--- config.mk ---
export PLATFORM = sky130hd
export DESIGN_NAME = maxpool2d
export DESIGN_NICKNAME = d
export VERILOG_FILES = /design/src/rtl/maxpool2d.sv
export SDC_FILE = /design/constraint.sdc
export NUM_CORES = 1
export LEC_CHECK = 0
export CORE_MARGIN = 10
export CORE_UTILIZATION = 46
export CTS_BUF_LIST = sky130_fd_sc_hd__clkbuf_8 sky130_fd_sc_hd__clkbuf_16
export CTS_CLUSTER_SIZE = 14
export DETAILED_ROUTE_END_ITERATION = 8
export GPL_TIMING_DRIVEN = 0
export PLACE_DENSITY = 0.77
export SETUP_SLACK_MARGIN = 0.5
export SLEW_MARGIN = 15
export SYNTH_ARGS = -nofsm -noshare
export SYNTH_HDL_FRONTEND = slang
export SYNTH_SLANG_ARGS = --single-unit
--- constraint.sdc ---
create_clock -name clk -period 2.35 [get_ports clk]
set_input_delay 0.3525 -clock clk [delete_from_list [all_inputs] [get_ports clk]]
set_output_delay 0.3525 -clock clk [all_outputs]
set_load 0.05 [all_outputs]
--- src/rtl/maxpool2d.sv ---
// ============================================================================
// Module   : maxpool2d
// Brief    : Per-channel 2-D max pooling over an NCHW map held in a
//            synchronous-read memory; results written NCHW. Optional macro
//            MAXPOOL2D_RELU_EN fuses a ReLU into the stored value.
// Revision : 1.0 - initial release
// ============================================================================
`timescale 1ns/1ps
`default_nettype none

module maxpool2d #(
    parameter int BATCH_SIZE = 1,
    parameter int CHANNELS   = 1,
    parameter int IN_HEIGHT  = 4,
    parameter int IN_WIDTH   = 4,
    parameter int POOL_SIZE  = 2,
    parameter int STRIDE     = 2,
    parameter int DATA_WIDTH = 32,
    parameter int ADDR_WIDTH = 16
) (
    input  logic                  clk,
    input  logic                  rst,
    input  logic                  start,
    output logic                  done,
    output logic                  valid,
    output logic [ADDR_WIDTH-1:0] input_addr,
    input  logic [DATA_WIDTH-1:0] input_data,
    output logic                  input_en,
    output logic [ADDR_WIDTH-1:0] output_addr,
    output logic [DATA_WIDTH-1:0] output_data,
    output logic                  output_we,
    output logic                  output_en
);

    localparam int c_OUT_H = (IN_HEIGHT - POOL_SIZE) / STRIDE + 1;
    localparam int c_OUT_W = (IN_WIDTH - POOL_SIZE) / STRIDE + 1;

    localparam int c_B_W   = (BATCH_SIZE > 1) ? $clog2(BATCH_SIZE) : 1;
    localparam int c_CH_W  = (CHANNELS > 1)   ? $clog2(CHANNELS)   : 1;
    localparam int c_ROW_W = (c_OUT_H > 1)    ? $clog2(c_OUT_H)    : 1;
    localparam int c_COL_W = (c_OUT_W > 1)    ? $clog2(c_OUT_W)    : 1;
    localparam int c_K_W   = (POOL_SIZE > 1)  ? $clog2(POOL_SIZE)  : 1;

    localparam logic [c_B_W-1:0]   c_B_LAST   = c_B_W'(BATCH_SIZE - 1);
    localparam logic [c_CH_W-1:0]  c_CH_LAST  = c_CH_W'(CHANNELS - 1);
    localparam logic [c_ROW_W-1:0] c_ROW_LAST = c_ROW_W'(c_OUT_H - 1);
    localparam logic [c_COL_W-1:0] c_COL_LAST = c_COL_W'(c_OUT_W - 1);
    localparam logic [c_K_W-1:0]   c_K_LAST   = c_K_W'(POOL_SIZE - 1);

    localparam logic [ADDR_WIDTH-1:0] c_IN_B   = ADDR_WIDTH'(CHANNELS * IN_HEIGHT * IN_WIDTH);
    localparam logic [ADDR_WIDTH-1:0] c_IN_CH  = ADDR_WIDTH'(IN_HEIGHT * IN_WIDTH);
    localparam logic [ADDR_WIDTH-1:0] c_IN_W   = ADDR_WIDTH'(IN_WIDTH);
    localparam logic [ADDR_WIDTH-1:0] c_OUT_B  = ADDR_WIDTH'(CHANNELS * c_OUT_H * c_OUT_W);
    localparam logic [ADDR_WIDTH-1:0] c_OUT_CH = ADDR_WIDTH'(c_OUT_H * c_OUT_W);
    localparam logic [ADDR_WIDTH-1:0] c_OUT_WA = ADDR_WIDTH'(c_OUT_W);
    localparam logic [ADDR_WIDTH-1:0] c_STR    = ADDR_WIDTH'(STRIDE);
    localparam logic [DATA_WIDTH-1:0] c_MAX_INIT = {1'b1, {(DATA_WIDTH-1){1'b0}}};

    typedef enum logic [2:0] {
        S_IDLE  = 3'd0,
        S_INIT  = 3'd1,
        S_REQ   = 3'd2,
        S_CMP   = 3'd3,
        S_STORE = 3'd4,
        S_WRITE = 3'd5,
        S_DONE  = 3'd6
    } state_t;

    state_t                r_state;
    logic [c_B_W-1:0]      r_b;
    logic [c_CH_W-1:0]     r_ch;
    logic [c_ROW_W-1:0]    r_row;
    logic [c_COL_W-1:0]    r_col;
    logic [c_K_W-1:0]      r_kr;
    logic [c_K_W-1:0]      r_kc;
    logic [DATA_WIDTH-1:0] r_max;

    logic                  w_kc_last, w_kr_last, w_win_done, w_last_out;
    logic [c_K_W-1:0]      w_kr_nxt, w_kc_nxt, w_kr_sel, w_kc_sel;
    logic [ADDR_WIDTH-1:0] w_row_in, w_col_in, w_in_addr, w_out_addr;
    logic [DATA_WIDTH-1:0] w_max_nxt, w_store_data;

    assign w_kc_last  = (r_kc == c_K_LAST);
    assign w_kr_last  = (r_kr == c_K_LAST);
    assign w_win_done = w_kc_last && w_kr_last;
    assign w_kc_nxt   = w_kc_last ? '0 : r_kc + c_K_W'(1);
    assign w_kr_nxt   = w_kc_last ? r_kr + c_K_W'(1) : r_kr;
    assign w_last_out = (r_col == c_COL_LAST) && (r_row == c_ROW_LAST) &&
                        (r_ch == c_CH_LAST) && (r_b == c_B_LAST);

    // The read address is issued one state ahead of the compare, so INIT
    // addresses element (0,0) and CMP addresses the next window element.
    assign w_kr_sel   = (r_state == S_INIT) ? '0 : w_kr_nxt;
    assign w_kc_sel   = (r_state == S_INIT) ? '0 : w_kc_nxt;
    assign w_row_in   = ADDR_WIDTH'(r_row) * c_STR + ADDR_WIDTH'(w_kr_sel);
    assign w_col_in   = ADDR_WIDTH'(r_col) * c_STR + ADDR_WIDTH'(w_kc_sel);
    assign w_in_addr  = ADDR_WIDTH'(r_b) * c_IN_B + ADDR_WIDTH'(r_ch) * c_IN_CH +
                        w_row_in * c_IN_W + w_col_in;
    assign w_out_addr = ADDR_WIDTH'(r_b) * c_OUT_B + ADDR_WIDTH'(r_ch) * c_OUT_CH +
                        ADDR_WIDTH'(r_row) * c_OUT_WA + ADDR_WIDTH'(r_col);

    // Strictly-greater replace: ties keep the earlier sample.
    assign w_max_nxt = ($signed(input_data) > $signed(r_max)) ? input_data : r_max;

    always_comb begin
        w_store_data = w_max_nxt;
`ifdef MAXPOOL2D_RELU_EN
        if (w_max_nxt[DATA_WIDTH-1])
            w_store_data = '0;
`endif
    end

    always_ff @(posedge clk) begin
        if (rst) begin
            r_state     <= S_IDLE;
            r_b         <= '0;
            r_ch        <= '0;
            r_row       <= '0;
            r_col       <= '0;
            r_kr        <= '0;
            r_kc        <= '0;
            r_max       <= '0;
            done        <= 1'b0;
            valid       <= 1'b0;
            input_addr  <= '0;
            input_en    <= 1'b0;
            output_addr <= '0;
            output_data <= '0;
            output_we   <= 1'b0;
            output_en   <= 1'b0;
        end else begin
            case (r_state)
                S_IDLE: begin
                    if (start) begin
                        r_b     <= '0;
                        r_ch    <= '0;
                        r_row   <= '0;
                        r_col   <= '0;
                        r_state <= S_INIT;
                    end
                end
                S_INIT: begin
                    r_kr       <= '0;
                    r_kc       <= '0;
                    r_max      <= c_MAX_INIT;
                    input_addr <= w_in_addr;
                    input_en   <= 1'b1;
                    r_state    <= S_REQ;
                end
                S_REQ: begin
                    input_en <= 1'b0;
                    r_state  <= S_CMP;
                end
                S_CMP: begin
                    r_max <= w_max_nxt;
                    if (w_win_done) begin
                        output_addr <= w_out_addr;
                        output_data <= w_store_data;
                        output_we   <= 1'b1;
                        output_en   <= 1'b1;
                        r_state     <= S_STORE;
                    end else begin
                        r_kr       <= w_kr_nxt;
                        r_kc       <= w_kc_nxt;
                        input_addr <= w_in_addr;
                        input_en   <= 1'b1;
                        r_state    <= S_REQ;
                    end
                end
                S_STORE: begin
                    output_we <= 1'b0;
                    output_en <= 1'b0;
                    r_state   <= S_WRITE;
                end
                S_WRITE: begin
                    if (r_col == c_COL_LAST) begin
                        r_col <= '0;
                        if (r_row == c_ROW_LAST) begin
                            r_row <= '0;
                            if (r_ch == c_CH_LAST) begin
                                r_ch <= '0;
                                r_b  <= r_b + c_B_W'(1);
                            end else begin
                                r_ch <= r_ch + c_CH_W'(1);
                            end
                        end else begin
                            r_row <= r_row + c_ROW_W'(1);
                        end
                    end else begin
                        r_col <= r_col + c_COL_W'(1);
                    end
                    if (w_last_out) begin
                        done    <= 1'b1;
                        valid   <= 1'b1;
                        r_state <= S_DONE;
                    end else begin
                        r_state <= S_INIT;
                    end
                end
                S_DONE: begin
                    if (!start) begin
                        done    <= 1'b0;
                        valid   <= 1'b0;
                        r_state <= S_IDLE;
                    end
                end
                default: r_state <= S_IDLE;
            endcase
        end
    end

endmodule

`default_nettype wire
==> results of run 1 <==
## layout by cell type, fill, tap and decap left out, drive strengths merged, types with 3 or more instances in the layout
cell type / netlist / final
o21ai: 7 / 7
a211oi: 36 / 36
clkbuf: 28 / 36
nor2b: 3 / 3
buf: 38 / 91
nand2: 33 / 33
dfxtp: 83 / 83
conb: 1 / 24
nand2b: 4 / 4
nor3: 4 / 4
a21oi: 64 / 64
ha: 33 / 33
nand3: 39 / 39
inv: 34 / 38
nor2: 46 / 46
nand4: 39 / 39
mux2i: 32 / 32
dlygate4sd2: 0 / 76
## kinds of logic after synthesis
logic type	Yosys count
mux	32
other cells	1
buf+inv	100
compound gates	120
simple gates	179
flops	83
fa+ha+maj	33
## area by class of cell
cell class | count | share of cell area
buffer | 66 | 0.0670
clock buffer | 9 | 0.0178
clock inverter | 7 | 0.0151
inverter | 34 | 0.0183
multi-input combinational | 388 | 0.438
sequential | 83 | 0.244
tap | 133 | 0.0239
timing repair buffer | 130 | 0.176
## flip-flops by register name, indices dropped and copies added, names as in the netlist, 3 cells and up
signal,count
output_data,32
r_max,32
input_addr,5
output_addr,3
r_state,3
## through the flow
stage	total power [W]	instances	hold WS, ns	TNS [ns]	setup slack (ns)
after detailed placement	0.00237	782	0.450	-39.11	-0.689
final	0.00415	850	0.355	-15.74	-0.356
after CTS	0.00383	830	0.436	-8.17	-0.193
after global placement	0.00235	782	0.447	-35.45	-0.618
after global routing	0.00427	850	0.374	-21.19	-0.429
after floorplan	0.00214	571	0.441	0	0.195
## power breakdown
part,internal (W),total [W],switching (W)
clock,0.000619,0.00122,0.000601
combinational,0.000759,0.00150,0.000736
sequential,0.00142,0.00144,0.0000150
total,0.00280,0.00415,0.00135
## layer usage
metal / up-vias / global-route usage / wire (um)
met2: 279 / 0.343 / 8110
met1: 2314 / 0.226 / 6200
met3: 69 / 0.0441 / 1250
met5: - / 0 / 0
li1: 2234 / - / -
met4: 0 / 0.0935 / 760
## worst register-to-register path, cell delays in order (launching register included)
cell and delay, ns:
dfxtp_2 0.36, inv_2 0.05, ha_4 0.26, nand4_1 0.24, nor3_2 0.24, nand2_1 0.13
and4_4 0.22, a211oi_4 0.28, buf_6 0.20, buf_6 0.13, buf_12 0.12, mux2i_1 0.24
a211oi_1 0.11
## timing repair
action | CTS | global route
gates resized for setup | 145 | 76
cloned | 5 | 1
setup buffers | 27 | 19
pin swaps | 28 | 32
endpoints found under the setup margin | 113 | 75
## how the worst max path moves through the flow
stage | to | startpoint
2_1_floorplan | output_data[4]$_SDFFE_PP0P_ | r_max[1]$_SDFFE_PP0P_
3_3_place_gp | output_data[6]$_SDFFE_PP0P_ | input_data[27]
3_5_place_dp | r_max[10]$_SDFFE_PP0P_ | input_data[27]
4_1_cts | output_data[6]$_SDFFE_PP0P_ | r_max[17]$_SDFFE_PP0P_
5_1_grt | r_max[15]$_SDFFE_PP0P_ | r_max[27]$_SDFFE_PP0P_
6_report | output_data[30]$_SDFFE_PP0P_ | r_max[27]$_SDFFE_PP0P_
==> metrics, run 1 <==
top cells by area in the synthesized netlist dfxtp_1, ha_1, a21oi_1; CTS HTree Levels 3; number of standard-cell rows in the floorplan 36; simple-gate share of the synthesized area 0.196; worst min-delay path class input pin to flop; commonest register cell after synthesis dfxtp_1; area of the core 0.00973 mm2; crit-path max cell delay 0.36 ns; Total Die Area 0.0143 mm2; clock tree sinks 83; clock period minus worst slack 2.71 ns; endpoint of the worst hold-timing path r_max[4]$_SDFFE_PP0P_; leakage power 2.80 nW; Worst Hold Depth 3; average routed wire per standard cell 19.2 um; Port Buffers 78; largest family of logic cells by synthesized area simple AND/OR/NAND/NOR gates; starting DRC count in detailed routing 437; clock insertion delay at the later pin of the skew report 0.38 ns; Final Hold Vio Count 0; I/O pin cnt 104; worst reg2reg startpoint r_max[27]$_SDFFE_PP0P_; category of cells accounting for the largest share of critical-path delay simple AND/OR/NAND/NOR gates; share of Yosys cell area claimed by the top area cell type 0.364; Critical Path, Cell by Cell inv_2, ha_4, nand4_1, nor3_2, nand2_1, and4_4, a211oi_4, buf_6, buf_6, buf_12, mux2i_1, a211oi_1; Gate Count Post-Synth 548; placer's final routability congestion estimate 0.839; post-synthesis cell area 0.00456 mm2; Max Buffers Root-to-Sink 2; First-pass DRT Iterations 5; Layout fillers 692; maximum number of pins on one net before global-route repair 17; fraction of the mapped netlist area in adder cells 0.0905; clock tree from TritonCTS built; buffer type at the clock tree root clkbuf_8; aggregate global-route resource usage 0.198; share of final-layout standard cells stronger than drive strength 1 0.319; number of cells on the worst reg-to-reg path 12; failing checks negative setup slack; result of the run complete, but fails checks; post-synthesis cell type count 44; post-detailed-routing wire length 16,300 um; worst endpoint required time 2.60 ns; Via Count 4,896; Critical-path top delay cell dfxtp_2; final non-filler cell area 0.00697 mm2; Slew Limit Fails 0; maximum clock frequency 369 MHz; overall die width 120 um; synthesized area per cell 8.32 um2; Final Net Count 780; relative slew slack 0.552; cell area power density 596 mW/mm2; register-to-register setup slack -0.36 ns; Sequential Area 0.00170 mm2; cell taking the most area after synthesis dfxtp_1; share of synthesized flip-flops with an asynchronous set or reset 0; endpoint kind of the worst setup timing path flop; sum of net half-perimeters after detailed placement 9650 um; number of enable flip-flop cells after synthesis 0; cell area reported after detailed placement 0.00578 mm2; max-capacitance violation count 0; category of the worst setup path launch point flop; endpoint of the worst register-to-register path output_data[30]$_SDFFE_PP0P_; critical path's most frequent cell buf_6; clock buffers created by TritonCTS 9; y dimension of the die 120 um; worst path arrival time 2.95 ns; starting density of the core 0.469; layout-stage area growth over the synthesis result 52.7%; share of the clock period used by the worst path 1.15; number of synthesized register bits 83; post-DR vias/cell 5.76; post-route DRC violation count 0; count of yosys warnings during synthesis 0; sequential share of the synthesized area 0.364; Worst Tran Pin Value 0.671 ns; vias in the first global route 4,848; cell with the most instances after synthesis dfxtp_1; start point of the worst hold path input_data[4]; count of antenna diodes in the layout 0; Worst Skew 0.0104 ns; Clock transition at path regs 0.10 ns; worst-path fanout max 6; Post-synth top cells dfxtp_1, a21oi_1, nor2_1; Hold-fix buffers, CTS 0; antenna-violating nets left 0; Crit Path Class flop to flop; first-pass GRT wire length 23,700 um; Core Util, Final 0.716; RSZ-0062 raised after global routing yes; Max VDD drop 362 uV; xor/xnor cell area share of the yosys netlist 0; final worst setup slack -0.356 ns; final setup violation count 64; multi-input gate area in the final layout 0.00305 mm2; synthesized-area fraction occupied by ao, oa, aoi and oai cells 0.161; antenna violations before repair 0; Stages on worst setup path 12; sum of overflow across all layers after global routing 0; portion of netlist area occupied by mux cells 0.0702; WP buf/inv 4
No activity file was read; power rests on OpenSTA's default activity.
==> run 2: changes to the inputs <==
--- a/config.mk
+++ b/config.mk
@@ -5,13 +5,14 @@
 export SDC_FILE = /design/constraint.sdc
 export NUM_CORES = 1
 export LEC_CHECK = 0
+export CELL_PAD_IN_SITES_DETAIL_PLACEMENT = 0
+export CELL_PAD_IN_SITES_GLOBAL_PLACEMENT = 1
 export CORE_MARGIN = 10
-export CORE_UTILIZATION = 46
+export CORE_UTILIZATION = 34
 export CTS_BUF_LIST = sky130_fd_sc_hd__clkbuf_8 sky130_fd_sc_hd__clkbuf_16
-export CTS_CLUSTER_SIZE = 14
 export DETAILED_ROUTE_END_ITERATION = 8
 export GPL_TIMING_DRIVEN = 0
-export PLACE_DENSITY = 0.77
+export PLACE_DENSITY_LB_ADDON = 0.1
 export SETUP_SLACK_MARGIN = 0.5
 export SLEW_MARGIN = 15
 export SYNTH_ARGS = -nofsm -noshare
==> metrics, run 2 (same netlist as run 1, synthesis figures left out) <==
result of the run complete, but fails checks (unchanged); failing checks negative setup slack (unchanged); antenna-violating nets left 0 (unchanged); Final Net Count 760 (was 780); buffer type at the clock tree root clkbuf_16 (was clkbuf_8); Crit Path Class flop to flop (unchanged); first-pass GRT wire length 23,200 um (was 23,700 um); endpoint of the worst register-to-register path output_data[7]$_SDFFE_PP0P_ (was output_data[30]$_SDFFE_PP0P_); starting density of the core 0.346 (was 0.469); clock tree sinks 83 (unchanged); post-layout total power 0.00412 W (was 0.00415 W); highest-count cells in the layout ignoring fill and taps dlygate4sd2_1, dfxtp_1, a21oi_1, buf_4, nor2_1 (was dlygate4sd2_1, buf_4, a21oi_1, dfxtp_1, nor2_1); worst-path fanout max 6 (unchanged); final worst setup slack -0.139 ns (was -0.356 ns); I/O pin cnt 104 (unchanged); First-pass DRT Iterations 4 (was 5); placed cells 825 (was 782); final setup violation count 61 (was 64); CTS HTree Levels 3 (unchanged); layout-stage area growth over the synthesis result 48.1% (was 52.7%); maximum clock frequency 402 MHz (was 369 MHz); Clock transition at path regs 0.06 ns (was 0.10 ns); Port Buffers 78 (unchanged); placer's final routability congestion estimate 0.802 (was 0.839); antenna violations before repair 0 (unchanged); max-capacitance violation count 0 (unchanged); count of antenna diodes in the layout 0 (unchanged); endpoint kind of the worst setup timing path flop (unchanged); largest registers output_data: 32 flops, r_max: 32 flops, input_addr: 5 flops (unchanged); most common library cell in the layout ignoring fill and taps dlygate4sd2_1 (unchanged); worst endpoint required time 2.56 ns (was 2.60 ns); clock period minus worst slack 2.49 ns (was 2.71 ns); y dimension of the die 136 um (was 120 um); Worst Skew 0.00911 ns (was 0.0104 ns); post-DR vias/cell 4.99 (was 5.76); share of final-layout standard cells stronger than drive strength 1 0.274 (was 0.319); start point of the worst hold path input_data[2] (was input_data[4]); leakage power 2.79 nW (was 2.80 nW); relative slew slack 0.575 (was 0.552); area of the core 0.0132 mm2 (was 0.00973 mm2); clock insertion delay at the later pin of the skew report 0.35 ns (was 0.38 ns); clock buffers created by TritonCTS 9 (unchanged); category of the worst setup path launch point flop (unchanged); register-to-register setup slack -0.14 ns (was -0.36 ns); number of cells on the worst reg-to-reg path 12 (unchanged); post-route DRC violation count 0 (unchanged); maximum number of pins on one net before global-route repair 15 (was 17); Layout fillers 1,302 (was 692); Worst Tran Pin Value 0.638 ns (was 0.671 ns); count of non-filler cells in the finished layout 873 (was 850); Via Count 4,355 (was 4,896); worst path arrival time 2.70 ns (was 2.95 ns); overall die width 136 um (was 120 um); number of standard-cell rows in the floorplan 42 (was 36); sum of net half-perimeters after detailed placement 10,200 um (was 9650 um); worst min-delay path class input pin to flop (unchanged); Max VDD drop 260 uV (was 362 uV); share of the clock period used by the worst path 1.06 (was 1.15); Slew Limit Fails 0 (unchanged); Final Hold Vio Count 0 (unchanged); RSZ-0062 raised after global routing yes (unchanged); sum of overflow across all layers after global routing 0 (unchanged); worst reg2reg startpoint r_max[27]$_SDFFE_PP0P_ (unchanged); vias in the first global route 4,502 (was 4,848); Total Die Area 0.0184 mm2 (was 0.0143 mm2); starting DRC count in detailed routing 241 (was 437); Core Util, Final 0.512 (was 0.716); aggregate global-route resource usage 0.155 (was 0.198); endpoint of the worst hold-timing path r_max[2]$_SDFFE_PP0P_ (was r_max[4]$_SDFFE_PP0P_); post-detailed-routing wire length 14,400 um (was 16,300 um); clock tree from TritonCTS built (unchanged); average routed wire per standard cell 16.5 um (was 19.2 um); Worst Hold Depth 3 (unchanged); cell area power density 610 mW/mm2 (was 596 mW/mm2); Max Buffers Root-to-Sink 2 (unchanged)
-- run 2: changes by cell type in the layout (fill, tap and decap cells not counted), moves of 7 or more --
cell,change
a211oi_1,+7
dlygate4sd2_1,-7
clkbuf_16,+8
dlymetal6s2s_1,+7
buf_4,-12
clkbuf_8,-7
a211oi_2,-7
-- run 2: repair_timing --
action                                 CTS  global route
endpoints found under the hold margin    0             0
gates cloned                             4             0
setup buffers                           23             5
setup endpoints to repair              111            81
pin swaps                               24            15
hold buffers                             0             0
gates resized for setup                146            48
-- run 2: per-stage QoR --
stage / instance area, um2 / setup TNS, ns / setup WS (ns) / hold slack [ns]
2_1_floorplan: 4830 / 0 / 0.195 / 0.441
3_3_place_gp: 5830 / -39.55 / -0.724 / 0.446
3_5_place_dp: 5830 / -41.85 / -0.752 / 0.450
4_1_cts: 6570 / -5.76 / -0.143 / 0.445
5_1_grt: 6760 / -17.09 / -0.341 / 0.396
6_report: 6760 / -5.35 / -0.139 / 0.368
-- run 2: final cells by class --
cell class / count / area (um2) / area share
flip-flops and latches: 83 / 1700 / 0.251
clock buffers: 11 / 253 / 0.0374
well taps: 176 / 220 / 0.0326
inverters: 34 / 128 / 0.0189
multi-input cells: 388 / 2930 / 0.434
clock inverters: 5 / 60.1 / 0.00889
repair buffers: 110 / 1000 / 0.148
plain buffers: 66 / 464 / 0.0687
-- run 2: power breakdown --
part	switching [W]	leakage [nW]	internal, W
clock network	0.000599	0.152	0.000885
registers	0.0000127	0.684	0.00143
logic	0.000633	1.96	0.000567
total	0.00124	2.79	0.00288
-- run 2: critical path: stages, from the launching register on --
cell	delay (ns)
dfxtp_2	0.33
inv_1	0.06
ha_4	0.27
nand4_1	0.09
buf_4	0.17
nor4_4	0.22
or2b_1	0.18
o31ai_4	0.10
a211oi_4	0.25
buf_6	0.21
buf_12	0.14
mux2i_4	0.24
a211oi_2	0.09
-- run 2: worst max path at each step --
stage	startpoint	end	slack [ns]	cells past startpoint
global placement	input_data[27]	output_data[7]$_SDFFE_PP0P_	-0.72	11
CTS	r_max[16]$_SDFFE_PP0P_	output_data[7]$_SDFFE_PP0P_	-0.14	11
floorplan	r_max[1]$_SDFFE_PP0P_	output_data[4]$_SDFFE_PP0P_	0.19	11
global route	r_max[21]$_SDFFE_PP0P_	output_data[19]$_SDFFE_PP0P_	-0.34	11
finish	r_max[27]$_SDFFE_PP0P_	output_data[7]$_SDFFE_PP0P_	-0.14	12
detailed placement	input_data[27]	output_data[7]$_SDFFE_PP0P_	-0.75	11
-- run 2: routing by layer --
metal	track usage	wire [um]
met5	0	0
met4	0.0502	173
met3	0.0432	821
met2	0.259	6830
met1	0.189	6550
